[src/rtl/port_serial_tx.sv]
// Serial transmitter behind the CPU port pair: nibble-written byte -> async frame on txd.
// Optional even-parity bit between data and stop when PORT_SERIAL_TX_PARITY_EN is defined.
module port_serial_tx #(
    parameter int CLKS_PER_BIT = 16
) (
    input  logic        clk,
    input  logic        rst,
    input  logic [31:0] port_out,
    output logic [31:0] port_in,
    output logic        txd
);

`ifdef PORT_SERIAL_TX_PARITY_EN
    typedef enum logic [2:0] {
        IDLE   = 3'd0,
        START  = 3'd1,
        DATA   = 3'd2,
        PARITY = 3'd3,
        STOP   = 3'd4
    } state_t;
`else
    typedef enum logic [2:0] {
        IDLE  = 3'd0,
        START = 3'd1,
        DATA  = 3'd2,
        STOP  = 3'd4
    } state_t;
`endif

    localparam logic [15:0] BAUD_LAST = 16'(CLKS_PER_BIT - 1);

    state_t      state_reg, state_next;
    logic        req_q_reg;
    logic        ack_reg;
    logic        holding_full_reg;
    logic        busy_reg;
    logic [7:0]  holding_reg;
    logic [7:0]  shift_reg;
    logic [2:0]  bit_idx_reg;
    logic [15:0] baud_cnt_reg;

    logic        baud_done;
    logic        pending;
    logic        accept;
    logic        move;
    logic        unused_port_bits;

    assign unused_port_bits = ^port_out[31:9];

    assign baud_done = (baud_cnt_reg == BAUD_LAST);
    assign pending   = (req_q_reg != ack_reg);
    // Move needs a full holding register and accept needs an empty one, so they never collide.
    assign move      = (state_reg == IDLE) && holding_full_reg;
    assign accept    = pending && !holding_full_reg;

    assign port_in = {21'd0, holding_full_reg, busy_reg, ack_reg, 8'd0};

    always_ff @(posedge clk) begin
        if (rst) begin
            state_reg <= IDLE;
        end else begin
            state_reg <= state_next;
        end
    end

    always_comb begin
        state_next = state_reg;
        case (state_reg)
            IDLE: begin
                if (holding_full_reg) begin
                    state_next = START;
                end
            end
            START: begin
                if (baud_done) begin
                    state_next = DATA;
                end
            end
            DATA: begin
                if (baud_done && (bit_idx_reg == 3'd7)) begin
`ifdef PORT_SERIAL_TX_PARITY_EN
                    state_next = PARITY;
`else
                    state_next = STOP;
`endif
                end
            end
`ifdef PORT_SERIAL_TX_PARITY_EN
            PARITY: begin
                if (baud_done) begin
                    state_next = STOP;
                end
            end
`endif
            STOP: begin
                if (baud_done) begin
                    state_next = IDLE;
                end
            end
            default: state_next = IDLE;
        endcase
    end

    always_comb begin
        txd = 1'b1;
        case (state_reg)
            START:  txd = 1'b0;
            DATA:   txd = shift_reg[bit_idx_reg];
`ifdef PORT_SERIAL_TX_PARITY_EN
            PARITY: txd = ^shift_reg;
`endif
            default: txd = 1'b1;
        endcase
    end

    always_ff @(posedge clk) begin
        if (rst) begin
            req_q_reg        <= 1'b0;
            ack_reg          <= 1'b0;
            holding_full_reg <= 1'b0;
            holding_reg      <= 8'd0;
            shift_reg        <= 8'd0;
            busy_reg         <= 1'b0;
            bit_idx_reg      <= 3'd0;
            baud_cnt_reg     <= 16'd0;
        end else begin
            req_q_reg <= port_out[8];
            busy_reg  <= (state_reg != IDLE) | holding_full_reg;

            if (move) begin
                shift_reg        <= holding_reg;
                holding_full_reg <= 1'b0;
            end else if (accept) begin
                holding_reg      <= port_out[7:0];
                holding_full_reg <= 1'b1;
                ack_reg          <= req_q_reg;
            end

            // Held at zero in IDLE, so every frame's START begins from a fresh count.
            if ((state_reg == IDLE) || baud_done) begin
                baud_cnt_reg <= 16'd0;
            end else begin
                baud_cnt_reg <= baud_cnt_reg + 16'd1;
            end

            if (state_reg == DATA) begin
                if (baud_done) begin
                    bit_idx_reg <= bit_idx_reg + 3'd1;
                end
            end else begin
                bit_idx_reg <= 3'd0;
            end
        end
    end

endmodule

[config.mk]
export PLATFORM = sky130hd
export DESIGN_NAME = port_serial_tx
export DESIGN_NICKNAME = d
export VERILOG_FILES = /design/src/rtl/port_serial_tx.sv
export SDC_FILE = /design/constraint.sdc
export NUM_CORES = 1
export LEC_CHECK = 0
export ABC_AREA = 1
export BUFFER_PORTS_ARGS = -buffer_cell sky130_fd_sc_hd__buf_4
export CAP_MARGIN = 20
export CORE_MARGIN = 3
export CORE_UTILIZATION = 35
export DETAILED_ROUTE_END_ITERATION = 12
export GPL_ROUTABILITY_DRIVEN = 0
export GPL_TIMING_DRIVEN = 0
export PLACE_DENSITY = 0.56
export SLEW_MARGIN = 10
export SYNTH_ARGS = -nofsm -noshare
export SYNTH_HDL_FRONTEND = slang
export SYNTH_SLANG_ARGS = --single-unit
[constraint.sdc]
create_clock -name clk -period 1.4 [get_ports clk]
set_input_delay 0.07 -clock clk [delete_from_list [all_inputs] [get_ports clk]]
set_output_delay 0.07 -clock clk [all_outputs]
set_load 0.05 [all_outputs]
==> run summary <==
YS warnings: 0
Setup Slack @ Placement: -0.190 ns
Power per cell area: 1400 nW/um2
Initial antenna violation count: 0
Top Ports: 67
DRT Pass-1 Iters: 4
H-tree lvl count: 2
ANT cells: 0
Cell chosen for the clock root: clkbuf_8
Worst VDD drop: 867 uV
Die Width: 83.7 um
RSZ-0062 raised after global routing: true
Arrival @ worst endpoint: 1.34 ns
Final Core Density: 47.3%
Status: finished, violations left
Critical path capture point type: output pin
Fillers: 593
Synth Area per Inst: 7.16 um2
CTS tree: done
DRT iter0 DRCs: 57
Gr ovfl total: 0
Ys flop type: dfxtp_1
Crit Path Class: reg -> out
Starting Density: 37.2%
DR WL/cell: 10.1 um
Fin crit share: 100%
Critical Path, Cell by Cell: buf_8, o211ai_1, nand3_1, nand3b_1, nand2_1, buf_6
Distinct cells, synth: 24
Failing checks: setup timing
Worst setup margin: -0.00607 ns
Clk_skew: 0.00849 ns
Leakage power: 1.19 nW
Vias post-DR: 1852
Top delay family on crit path: flip-flops
Clock buffer depth: 2
Hpwl dp: 3.14 mm
Share of layout cells above drive strength 1: 27.0%
Final setup vio count: 1
Clock sink count: 42
Max cap viols: 0
Post-synthesis instance total: 295
Num rows: 27
Die Y-Extent: 83.7 um
EDFF count, synth: 0
Mapped Area: 2110 um2
Die ar.: 7000 um2
Worst Path Required: 1.33 ns
Worst-path clk slew: 0.08 ns
Peak Freq: 711 MHz
Final hold vios: 0
Vias in the first global route: 1699
Final min period: 1.41 ns
HP Class: in -> reg
WP buf/inv: 2
Most frequent cells in the layout: 51 x buf_4, 48 x nor2_1, 40 x nand2_1
Syn-to-layout area delta: 27.1%
Startpoint Class: register
Inserted Clock Buffers: 5
Largest net degree at the start of global routing: 13
#FFs+latches synth: 42
Clock Latency Late Sink: 0.29 ns
Nets: 388
Routed WL: 4.30 mm
PortBufs: 13
Final ANT Viol Nets: 0
Asr flop ratio synth: 0%
Max-slew violation count: 0
Worst path max stage delay: 0.34 ns
Core area: 5680 um2
CP Max Fanout: 5
Post-synthesis sequential area ratio: 39.8%
GRT Overall Usage: 12.6%
Vias/cell: 4.37
Max reg flops: 16
Most common cell after layout, fill and taps aside: buf_4
# DRC: 0
TNS Setup: -0.00607 ns
First-pass GRT wire length: 7.40 mm
Slowest stage cell on the critical path: dfxtp_2
[metal layers]
metal  part of all wire, %  vias to the layer above  global-route usage [%]
li1                      -                     1001                       -
met3                   6.0                        8                    3.55
met4                   1.7                        0                    4.68
met2                    42                       42                    19.3
met5                     0                        -                       0
met1                    50                      801                    16.9
[worst register-to-register path, delay by kind of cell, from the launching register on]
kind	cells	cell delay (ns)
adders and majority gates	1	0.21
buffers and inverters	1	0.15
DFF	1	0.35
and+or+nand+nor	5	0.52
[worst paths after layout]
check | end | slack (ns) | depth (start not counted) | from
setup / recovery | txd | -0.006 | 6 | bit_idx_reg[0]$_SDFFE_PP0P_
setup reg to reg | baud_cnt_reg[6]$_SDFF_PP0_ | 0.05 | 7 | baud_cnt_reg[0]$_SDFF_PP0_
hold / removal | holding_reg[2]$_SDFFE_PP0P_ | 0.03 | 3 | port_out[2]
hold reg to reg | baud_cnt_reg[0]$_SDFF_PP0_ | 0.42 | 1 | baud_cnt_reg[0]$_SDFF_PP0_
[logic make-up after synthesis]
logic type | Yosys count | share of synthesized area (%)
AND/OR/NAND/NOR | 133 | 27.6
buffers and inverters | 66 | 17.8
adder cells (fa/ha/maj) | 3 | 1.78
flip-flops | 42 | 39.8
other | 1 | 0.178
XOR/XNOR | 3 | 1.25
AO/OA/AOI/OAI | 47 | 11.6
[cell usage after synthesis, types with 2 or more instances]
library cell	number	area share (%)
nand4_1	5	1.5
a21oi_1	22	5.2
buf_2	3	0.71
nor2_1	51	9.1
o211ai_1	2	0.71
nor3b_1	2	0.71
dfxtp_1	42	40
nand2_1	44	7.8
buf_4	33	12
nand2_2	3	0.89
inv_1	29	5.2
ha_1	3	1.8
xor2_1	3	1.2
nand3_1	19	4.5
nor3_1	5	1.2
o21ai_0	21	5.0
[area by class of cell]
cell class | instances | area [um2] | share of cell area [%]
Buffer | 37 | 282 | 10.5
Clock buffer | 8 | 110 | 4.10
Inverter | 29 | 109 | 4.06
Multi-Input combinational cell | 215 | 1080 | 40.3
Sequential cell | 42 | 846 | 31.5
Tap cell | 72 | 90.1 | 3.36
Timing Repair Buffer | 21 | 164 | 6.11
[repair_timing]
| action | CTS | global route |
|---|---|---|
| endpoints found under the hold margin | 1 | 0 |
| setup buffers | 2 | 4 |
| endpoints found under the setup margin | 16 | 22 |
| pin swaps | 7 | 11 |
| hold buffers | 1 | 0 |
| resized for setup | 15 | 24 |
| gates cloned | 1 | 0 |
[stage by stage]
step / hold slack (ns) / cell area (um2) / total power [mW] / cells
after global placement: 0.268 / 2400 / 2.67 / 408
after CTS: 0.0220 / 2590 / 3.66 / 420
after global routing: 0.0441 / 2680 / 4.05 / 424
after detailed placement: 0.277 / 2400 / 2.68 / 408
after floorplan: 0.177 / 2220 / 2.43 / 323
final: 0.0275 / 2680 / 3.77 / 424
[report_power, final]
| group | switching, mW | internal, mW | leakage (nW) |
|---|---|---|---|
| logic | 0.914 | 0.493 | 0.785 |
| clock network | 0.404 | 0.498 | 0.0575 |
| registers | 0.106 | 1.35 | 0.344 |
| total | 1.42 | 2.34 | 1.19 |
No activity file was read; power rests on OpenSTA's default activity.
